File: src/rtl/key_scan_multi_if.sv
// Key pins in, debounced level and per-key event strobes out.
// valid/ready is not used: every strobe is a single-cycle event with no back-pressure.
interface key_scan_multi_if #(
  parameter int N_KEYS = 4
);
  logic [N_KEYS-1:0] key_in;
  logic [N_KEYS-1:0] key_level;
  logic [N_KEYS-1:0] press_pulse;
  logic [N_KEYS-1:0] release_pulse;
  logic [N_KEYS-1:0] long_pulse;
  logic [N_KEYS-1:0] repeat_pulse;

  modport master (
    output key_in,
    input  key_level, press_pulse, release_pulse, long_pulse, repeat_pulse
  );

  modport slave (
    input  key_in,
    output key_level, press_pulse, release_pulse, long_pulse, repeat_pulse
  );
endinterface

File: src/rtl/key_scan_multi.sv
// Multi-channel key debouncer with press/release, long-press and auto-repeat strobes.
// Each channel: 2-flop sync -> polarity sample flop -> debounce counter -> hold counter.
module key_scan_multi #(
  parameter int N_KEYS        = 4,
  parameter int DEB_CYCLES    = 500_000,
  parameter int LONG_CYCLES   = 25_000_000,
  parameter int REPEAT_CYCLES = 5_000_000,
  parameter int ACTIVE_LOW    = 1
) (
  input  logic                  clk,
  input  logic                  rst,
  key_scan_multi_if.slave       bus
);

  localparam int DEB_W  = $clog2(DEB_CYCLES);
  localparam int HOLD_W = $clog2(LONG_CYCLES + REPEAT_CYCLES);

  localparam logic [DEB_W-1:0]  DEB_LAST     = DEB_W'(DEB_CYCLES - 1);
  localparam logic [HOLD_W-1:0] HOLD_LONG_M1 = HOLD_W'(LONG_CYCLES - 1);
  localparam logic [HOLD_W-1:0] HOLD_LONG    = HOLD_W'(LONG_CYCLES);
  localparam logic [HOLD_W-1:0] HOLD_WRAP    = HOLD_W'(LONG_CYCLES + REPEAT_CYCLES - 1);

  // Synchronisers reset to the pin level of a released key.
  localparam logic [N_KEYS-1:0] IDLE_PIN = (ACTIVE_LOW != 0) ? {N_KEYS{1'b1}} : {N_KEYS{1'b0}};

  logic [N_KEYS-1:0] sync1_q, sync1_d;
  logic [N_KEYS-1:0] sync2_q, sync2_d;
  logic [N_KEYS-1:0] samp_q, samp_d;
  logic [N_KEYS-1:0] level_q, level_d;
  logic [N_KEYS-1:0] press_q, press_d;
  logic [N_KEYS-1:0] release_q, release_d;
  logic [N_KEYS-1:0] long_q, long_d;
  logic [N_KEYS-1:0] repeat_q, repeat_d;
  logic [DEB_W-1:0]  deb_cnt_q [N_KEYS];
  logic [DEB_W-1:0]  deb_cnt_d [N_KEYS];
  logic [HOLD_W-1:0] hold_cnt_q [N_KEYS];
  logic [HOLD_W-1:0] hold_cnt_d [N_KEYS];

  always_comb begin
    sync1_d   = bus.key_in;
    sync2_d   = sync1_q;
    samp_d    = (ACTIVE_LOW != 0) ? ~sync2_q : sync2_q;
    level_d   = level_q;
    press_d   = '0;
    release_d = '0;
    long_d    = '0;
    repeat_d  = '0;
    for (int i = 0; i < N_KEYS; i++) begin
      deb_cnt_d[i]  = '0;
      hold_cnt_d[i] = '0;
      if (samp_q[i] != level_q[i]) begin
        if (deb_cnt_q[i] == DEB_LAST) begin
          level_d[i] = ~level_q[i];
        end else begin
          deb_cnt_d[i] = deb_cnt_q[i] + 1'b1;
        end
      end
      press_d[i]   = level_d[i] & ~level_q[i];
      release_d[i] = ~level_d[i] & level_q[i];
      // Hold events need the key to stay pressed across this edge, so a
      // release coinciding with a long/repeat slot suppresses it.
      if (level_q[i] && level_d[i]) begin
        long_d[i]     = (hold_cnt_q[i] == HOLD_LONG_M1);
        repeat_d[i]   = (hold_cnt_q[i] == HOLD_WRAP);
        hold_cnt_d[i] = repeat_d[i] ? HOLD_LONG : hold_cnt_q[i] + 1'b1;
      end
    end
  end

  always_ff @(posedge clk or posedge rst) begin
    if (rst) begin
      sync1_q   <= IDLE_PIN;
      sync2_q   <= IDLE_PIN;
      samp_q    <= '0;
      level_q   <= '0;
      press_q   <= '0;
      release_q <= '0;
      long_q    <= '0;
      repeat_q  <= '0;
      for (int i = 0; i < N_KEYS; i++) begin
        deb_cnt_q[i]  <= '0;
        hold_cnt_q[i] <= '0;
      end
    end else begin
      sync1_q   <= sync1_d;
      sync2_q   <= sync2_d;
      samp_q    <= samp_d;
      level_q   <= level_d;
      press_q   <= press_d;
      release_q <= release_d;
      long_q    <= long_d;
      repeat_q  <= repeat_d;
      for (int i = 0; i < N_KEYS; i++) begin
        deb_cnt_q[i]  <= deb_cnt_d[i];
        hold_cnt_q[i] <= hold_cnt_d[i];
      end
    end
  end

  assign bus.key_level     = level_q;
  assign bus.press_pulse   = press_q;
  assign bus.release_pulse = release_q;
  assign bus.long_pulse    = long_q;
  assign bus.repeat_pulse  = repeat_q;

endmodule

File: src/flat_wrapper.sv
// flat-port wrapper written by rule: the top's interface ports become plain ports
module key_scan_multi_flat 
#(
  parameter int N_KEYS        = 4,
  parameter int DEB_CYCLES    = 500_000,
  parameter int LONG_CYCLES   = 25_000_000,
  parameter int REPEAT_CYCLES = 5_000_000,
  parameter int ACTIVE_LOW    = 1
)
  (clk, rst, bus_key_in, bus_key_level, bus_press_pulse, bus_release_pulse, bus_long_pulse, bus_repeat_pulse);
  key_scan_multi_if #(.N_KEYS(N_KEYS)) bus_i ();
  input  logic clk;
  input  logic rst;
  input wire logic [$bits(bus_i.key_in)-1:0] bus_key_in;
  output wire logic [$bits(bus_i.key_level)-1:0] bus_key_level;
  output wire logic [$bits(bus_i.press_pulse)-1:0] bus_press_pulse;
  output wire logic [$bits(bus_i.release_pulse)-1:0] bus_release_pulse;
  output wire logic [$bits(bus_i.long_pulse)-1:0] bus_long_pulse;
  output wire logic [$bits(bus_i.repeat_pulse)-1:0] bus_repeat_pulse;
  assign bus_i.key_in = bus_key_in;
  assign bus_key_level = bus_i.key_level;
  assign bus_press_pulse = bus_i.press_pulse;
  assign bus_release_pulse = bus_i.release_pulse;
  assign bus_long_pulse = bus_i.long_pulse;
  assign bus_repeat_pulse = bus_i.repeat_pulse;
  key_scan_multi #(.N_KEYS(N_KEYS), .DEB_CYCLES(DEB_CYCLES), .LONG_CYCLES(LONG_CYCLES), .REPEAT_CYCLES(REPEAT_CYCLES), .ACTIVE_LOW(ACTIVE_LOW)) u_core (.clk(clk), .rst(rst), .bus(bus_i));
endmodule
File: config.mk
export PLATFORM = sky130hd
export DESIGN_NAME = key_scan_multi_flat
export DESIGN_NICKNAME = d
export VERILOG_FILES = /design/src/rtl/key_scan_multi_if.sv /design/src/rtl/key_scan_multi.sv /design/src/flat_wrapper.sv
export SDC_FILE = /design/constraint.sdc
export NUM_CORES = 1
export LEC_CHECK = 0
export CORE_ASPECT_RATIO = 1.75
export CORE_MARGIN = 4
export CORE_UTILIZATION = 62
export DETAILED_ROUTE_END_ITERATION = 16
export PLACE_DENSITY = 0.83
export SLEW_MARGIN = 20
export SYNTH_ARGS = -nofsm -noshare
export SYNTH_HDL_FRONTEND = slang
export SYNTH_SLANG_ARGS = --single-unit
File: constraint.sdc
create_clock -name clk -period 7.1 [get_ports clk]
set_clock_uncertainty 0.15 [all_clocks]
set_input_delay 0.71 -clock clk [delete_from_list [all_inputs] [get_ports clk]]
set_output_delay 0.71 -clock clk [all_outputs]
set_load 0.03 [all_outputs]
==> impl_metrics.csv, run 1 <==
group,metric,value,unit
status,status,"complete, no violations",
yosys,synthMuxAreaShare,0.572,%
clocking,cts_hold_buf,0,
place,place_congestion,0.938,
yosys,syn_inst,1024,
sta,rsz0062_at_grt,"false",
place,place_hpwl,14400,um
routing,via_per_inst,6.35,
layout,diodes,0,
sta,hold_ws,0.206,ns
critical_path,crit_required,7.28,ns
critical_path,criticalPathCategory,"reg2reg",
clocking,numClockSinks,208,
routing,initialDrtViolationCount,528,
sta,tightest_slew,0.985,ns
routing,vias,8152,
sta,max_clock_freq,372,MHz
global_routing,grt_use_total,24.2,%
floorplan,die_w,105,um
floorplan,coreArea,16400,um^2
sta,post-route-period-util,37.9,%
global_routing,grt_start_max_net_pins,143,
floorplan,io_pins,26,
layout,finalNetCount,1060,
yosys,syn-cell-area,10300,um^2
layout,drive_gt1_share,7.55,%
floorplan,rows,62,
routing,wire_per_inst,17.2,um
flow_run,cap_violations,0,
global_routing,antenna_found_initial,0,
yosys,syn_area_per_cell,10.0,um^2
clocking,clk_pin_slew_worst_paths,0.07,ns
sta,setup_viol_count_final,0,
clocking,ctsHtreeMaxLevel,1,
yosys,synth-edff-count,0,
pwr,powerDensity,214,nW/um^2
yosys,synth-seq-cells,208,
critical_path,rrSetupSlack,4.41,ns
clocking,cts_resized,0,
critical_path,arrival,2.88,ns
routing,wl,22100,um
yosys,synth_simple_gate_area_share,27.9,%
yosys,synth_async_sr_flop_share,100,%
layout,regArea,5220,um^2
clocking,clkLatencyLatePin,0.50,ns
layout,finalInstanceArea,11600,um^2
critical_path,start_kind,"register",
yosys,synth_compound_area_share,8.59,%
layout,final_core_util,70.6,%
layout,multi_input_area,4890,um^2
place,port_buffers,25,
clocking,cts.path.max_buffers,3,
yosys,synthDistinctLibCells,53,
yosys,synth_top_family_by_area,"simple AND/OR/NAND/NOR gates",
place,dpl-instance-area,10800,um^2
floorplan,dieArea,18800,um^2
sta,period_minus_slack,2.69,ns
yosys,synthAdderAreaFrac,0.974,%
layout,fillers,1192,
sta,relSlewSlack,34.1,%
floorplan,start_util,62.8,%
global_routing,grt_pass1_vias,8217,
clocking,cts_root_buf,"clkbuf_16",
sta,final.setup.tns,0,ns
critical_path,critPathCaptureType,"register",
global_routing,gr-total-overflow,0,
pwr,ir_worst_vdd,0.194,mV
routing,ant_nets,0,
clocking,tritoncts,"yes",
yosys,synthFlopType,"dfrtp_1",
yosys,yosys_warnings,0,
sta,finalMaxSlewViolations,0,
routing,dr.pass1.iters,7,
sta,hold_viol,0,
clocking,cts_buffers,20,
yosys,seq_area_frac_synth,50.7,%
pwr,power.static_leakage,0.00428,uW
layout,area_growth,12.5,%
clocking,post_cts_buffers,0,
global_routing,grt_pass1_wl,38300,um
yosys,syn_nets,1038,
routing,drc,0,
floorplan,die_h,178,um
yosys,synthXorXnorAreaFrac,8.86,%
worst_hold_path,min_path_type,"reg2reg",
critical_path,worstPathMaxFanout,18,
## sequential cells by signal (all words and copies together), names as in the netlist
signal,count
u_core.samp_q,4
u_core.hold_cnt_q,100
u_core.bus.release_pulse,4
u_core.bus.repeat_pulse,4
u_core.bus.long_pulse,4
u_core.bus.key_level,4
u_core.sync2_q,4
u_core.sync1_q,4
u_core.bus.press_pulse,4
u_core.deb_cnt_q,76
## power breakdown
| group | internal [uW] | switching [uW] | total [uW] |
|---|---|---|---|
| Clock | 765 | 458 | 1220 |
| Combinational | 10.9 | 34.4 | 45.3 |
| Sequential | 1200 | 9.13 | 1200 |
## stage by stage
stage	total power, uW	setup WS (ns)	std cells
global route	2550	4.30	1284
finish	2470	4.41	1284
global placement	1270	4.11	1247
CTS	2500	4.16	1283
detailed placement	1270	4.06	1247
floorplan	1260	0.572	1024
## worst max-delay path: stages (launching register included)
cell and delay, ns:
dfrtp_1 0.43, or4b_1 0.53, or3_4 0.38, o41ai_4 0.91
nor2_1 0.13
## metal layers
layer / global-route usage [%] / part of all wire, % / routed length (um)
met5: 0 / 0 / 0
met4: 11.0 / 3.6 / 803
met3: 2.97 / 3.8 / 846
met2: 43.6 / 53 / 11800
met1: 28.7 / 39 / 8620
## layout by cell type, fill, tap and decap left out, types with 4 or more instances in the layout
cell,instances
a31oi_1,14
o21ai_0,30
a21oi_1,50
nor4b_1,4
and4_1,15
or3_1,40
clkbuf_8,4
clkbuf_16,21
buf_4,6
dfrtp_1,200
nor4bb_1,4
xor2_1,45
or4b_1,5
nor2_1,74
nand3_1,61
inv_1,26
and3_1,17
dfstp_2,8
bufinv_16,5
xnor2_1,59
nor4_1,28
nand4_1,55
clkdlybuf4s50_1,25
and2_1,6
a211oi_1,10
nor3_1,55
or4_1,41
nand2_1,54
nor3b_1,13
or2_2,10
ha_1,8
o31ai_1,25
## cells in the mapped netlist (all sizes together), types with 3 or more instances
library cell	count	area share, %
xnor2	59	5.0
a21oi	50	2.4
nor4bb	4	0.39
a31oi	14	0.85
nand4b	3	0.26
o31ai	28	2.2
nor3b	13	0.95
nor4	30	1.9
xor2	45	3.8
and3	17	1.0
a211oi	10	0.73
or3	41	2.5
clkbuf	21	0.77
dfrtp	200	49
and2	7	0.43
dfstp	8	2.0
or4	43	3.2
inv	27	0.99
buf	11	0.57
nor2	74	2.7
or2	10	0.61
nor4b	4	0.34
nand2	54	2.0
o41ai	3	0.58
nand4	56	3.5
nor3	55	2.7
ha	8	0.97
o21ai	32	1.6
and4	15	1.3
or4b	5	0.49
nand3	61	3.0
mux2	4	0.47
## cells by family (layout without fill, tap and decap cells)
group | after synthesis | in the layout
XOR/XNOR | 104 | 104
AO/OA/AOI/OAI | 139 | 139
multiplexers | 5 | 5
AND/OR/NAND/NOR | 501 | 501
adder cells (fa/ha/maj) | 8 | 8
buffers and inverters | 59 | 95
flip-flops | 208 | 208
## final cells by class
| class | count | area share, % |
|---|---|---|
| clock inverter | 9 | 1.53 |
| multi-input combinational | 757 | 42.3 |
| tap | 224 | 2.42 |
| sequential | 208 | 45.1 |
| clock buffer | 27 | 5.09 |
| timing repair buffer | 32 | 2.65 |
| inverter | 27 | 0.941 |
## worst paths after layout
kind | startpoint | end | depth (start not counted)
setup / recovery | u_core.deb_cnt_q[25] | u_core.deb_cnt_q[21] | 4
min in group asynchronous | rst | u_core.deb_cnt_q[73] | 2
setup reg to reg | u_core.deb_cnt_q[25] | u_core.deb_cnt_q[21] | 4
hold / removal | u_core.sync1_q[0] | u_core.sync2_q[0] | 0
max in group asynchronous | rst | u_core.deb_cnt_q[29] | 3
hold reg to reg | u_core.sync1_q[0] | u_core.sync2_q[0] | 0
Note: power is estimated with default switching activity, not from simulation.
==> inputs of run 2 (changes only) <==
- CORE_UTILIZATION: 62 -> 56
- PLACE_DENSITY: 0.83 -> 0.79
- clock period: 7.1 -> 2.15 ns (I/O delays scaled with it)
==> run 2 against run 1 <==
Compared with the run above: the run now ends with negative setup slack left; core utilization grew 5.8 points; register-to-register slack lost 4.6 ns; sequential share of layout area shrank 7.3 points; clock-buffer cell count grew 7; power grew to 3.1 times the previous value; sequential cell count is the same; critical path type unchanged; largest power group is now registers; highest routed layer unchanged.
==> impl_metrics.csv, run 2 (synthesis gave the netlist of run 1 again) <==
group,metric,value,unit
sta,relSlewSlack,50.8,%
place,place_hpwl,16900,um
pwr,switching_share,21.3,%
critical_path,start_kind,"register",
global_routing,grt_start_max_net_pins,59,
clocking,cts.path.max_buffers,3,
routing,wl,27000,um
sta,tightest_slew,0.731,ns
critical_path,worstPathMaxFanout,3,
sta,rsz0062_at_grt,"true",
floorplan,io_pins,26,
critical_path,arrival,2.54,ns
global_routing,gr-total-overflow,0,
pwr,ir_worst_vdd,0.724,mV
critical_path,reg2reg_to,"u_core.bus.key_level[2]",
worst_hold_path,holdCritStartpoint,"u_core.sync1_q[0]",
flow_run,cap_violations,0,
layout,largest_register_ffs,100,
layout,fillers,1154,
clocking,clk_pin_slew_worst_paths,0.07,ns
sta,setup_viol_count_final,100,
global_routing,grt_use_total,23.6,%
clocking,tritoncts,"yes",
floorplan,rows,65,
layout,area_growth,34.3,%
pwr,power.static_leakage,0.00526,uW
pwr,cellInternalPower,5940,uW
global_routing,grt_pass1_vias,9276,
critical_path,reg2regPathDepth,4,
clocking,ctsHtreeMaxLevel,1,
routing,ant_nets,0,
routing,vias,9218,
layout,layout_common_cells,"198 x dfrtp_1, 136 x buf_4, 60 x nand3_1, 59 x xnor2_1, 57 x nor2_1",
routing,wire_per_inst,18.4,um
worst_hold_path,hold_end,"u_core.sync2_q[0]",
floorplan,dieArea,20700,um^2
pwr,clkPwrFrac,44.4,%
global_routing,grt_pass1_wl,42000,um
status,status,"complete, but fails checks",
sta,max_clock_freq,432,MHz
place,port_buffers,25,
routing,initialDrtViolationCount,483,
sta,hold_viol,0,
layout,layout_commonest_cell,"dfrtp_1",
clocking,cts_buffers,20,
routing,dr.pass1.iters,8,
pwr,power_frac_seq,52.7,%
worst_hold_path,min_path_type,"reg2reg",
layout,drive_gt1_share,29.0,%
critical_path,criticalPathCategory,"reg2reg",
floorplan,die_w,110,um
place,place_congestion,0.908,
layout,top_regs,"u_core.hold_cnt_q (100), u_core.deb_cnt_q (76)",
layout,diodes,0,
floorplan,start_util,56.9,%
sta,post-route-period-util,108,%
routing,drc,0,
critical_path,crit_path_start,"u_core.deb_cnt_q[25]",
pwr,p_sw,1610,uW
status,violations,"negative setup slack",
critical_path,crit_required,2.38,ns
clocking,numClockSinks,208,
floorplan,die_h,187,um
sta,fin_ws,-0.164,ns
clocking,cts_root_buf,"clkbuf_16",
global_routing,antenna_found_initial,0,
pwr,powerDensity,547,nW/um^2
sta,hold_ws,0.199,ns
floorplan,coreArea,18100,um^2
routing,via_per_inst,6.29,
pwr,comb_power_share,2.9,%
critical_path,rrSetupSlack,-0.16,ns
place,pre_cts_ws,-0.143,ns
sta,finalMaxSlewViolations,0,
sta,period_minus_slack,2.31,ns
critical_path,timing.rr.start,"u_core.deb_cnt_q[25]",
critical_path,critPathCaptureType,"register",
layout,regMostFlops,"u_core.hold_cnt_q",
layout,finalNetCount,1232,
clocking,clkLatencyLatePin,0.49,ns
worst_hold_path,hold_depth,0,
==> run 2: critical path, stage by stage, from the launching register on <==
cell and delay (ns):
dfrtp_1 0.39, or4b_1 0.51, or3_4 0.34, or4_4 0.51, mux2_4 0.31
==> run 2: layer usage <==
metal | track usage, % | share of wire, % | up-vias
li1 | - | - | 4190
met1 | 25.9 | 36 | 4568
met2 | 44.5 | 55 | 345
met3 | 2.91 | 4.5 | 115
met4 | 11.5 | 4.2 | 0
met5 | 0 | 0 | -
==> run 2: layout make-up <==
type                    count  area (um^2)  area share [%]
well taps                 234          293            2.12
clock buffers              34          604            4.38
clock inverters             2         10.0          0.0725
flip-flops and latches    208         5220            37.8
repair buffers            204         1980            14.3
multi-input cells         757         5600            40.6
inverters                  27          105           0.761
==> run 2: per-stage QoR <==
stage	TNS, ns	utilization [%]	power (uW)	cell area, um^2	cells
CTS	-6.52	72.4	7600	13100	1450
finish	-8.45	76.5	7550	13800	1466
global placement	-2.51	67.6	4240	12200	1405
detailed placement	-4.33	67.6	4240	12200	1405
floorplan	-187.17	-	4150	10500	1024
global route	-15.85	76.5	7800	13800	1466
==> run 2: how the worst max path moves through the flow <==
stage	depth (start not counted)	slack [ns]	to
final	4	-0.16	u_core.bus.key_level[2]
after global routing	6	-0.21	u_core.hold_cnt_q[67]
after CTS	4	-0.15	u_core.bus.key_level[2]
after detailed placement	4	-0.14	u_core.bus.key_level[2]
after global placement	4	-0.14	u_core.bus.key_level[2]
after floorplan	1	-0.91	u_core.bus.key_level[0]
==> run 2: what timing repair did <==
action                                 in CTS  in global routing
buffers inserted                            3                  8
pin swaps                                  10                 30
endpoints found under the hold margin       8                  0
setup endpoints to repair                  93                165
hold buffers                                5                  0
gates resized for setup                    34                105
cloned                                      2                  9
==> run 2: power groups by stage <==
stage	Clock (uW)	Combinational (uW)	Sequential (uW)
floorplan	0	110	4040
finish	3350	218	3980
CTS	3410	213	3980
global placement	0	190	4050
detailed placement	0	194	4050
global route	3570	247	3980
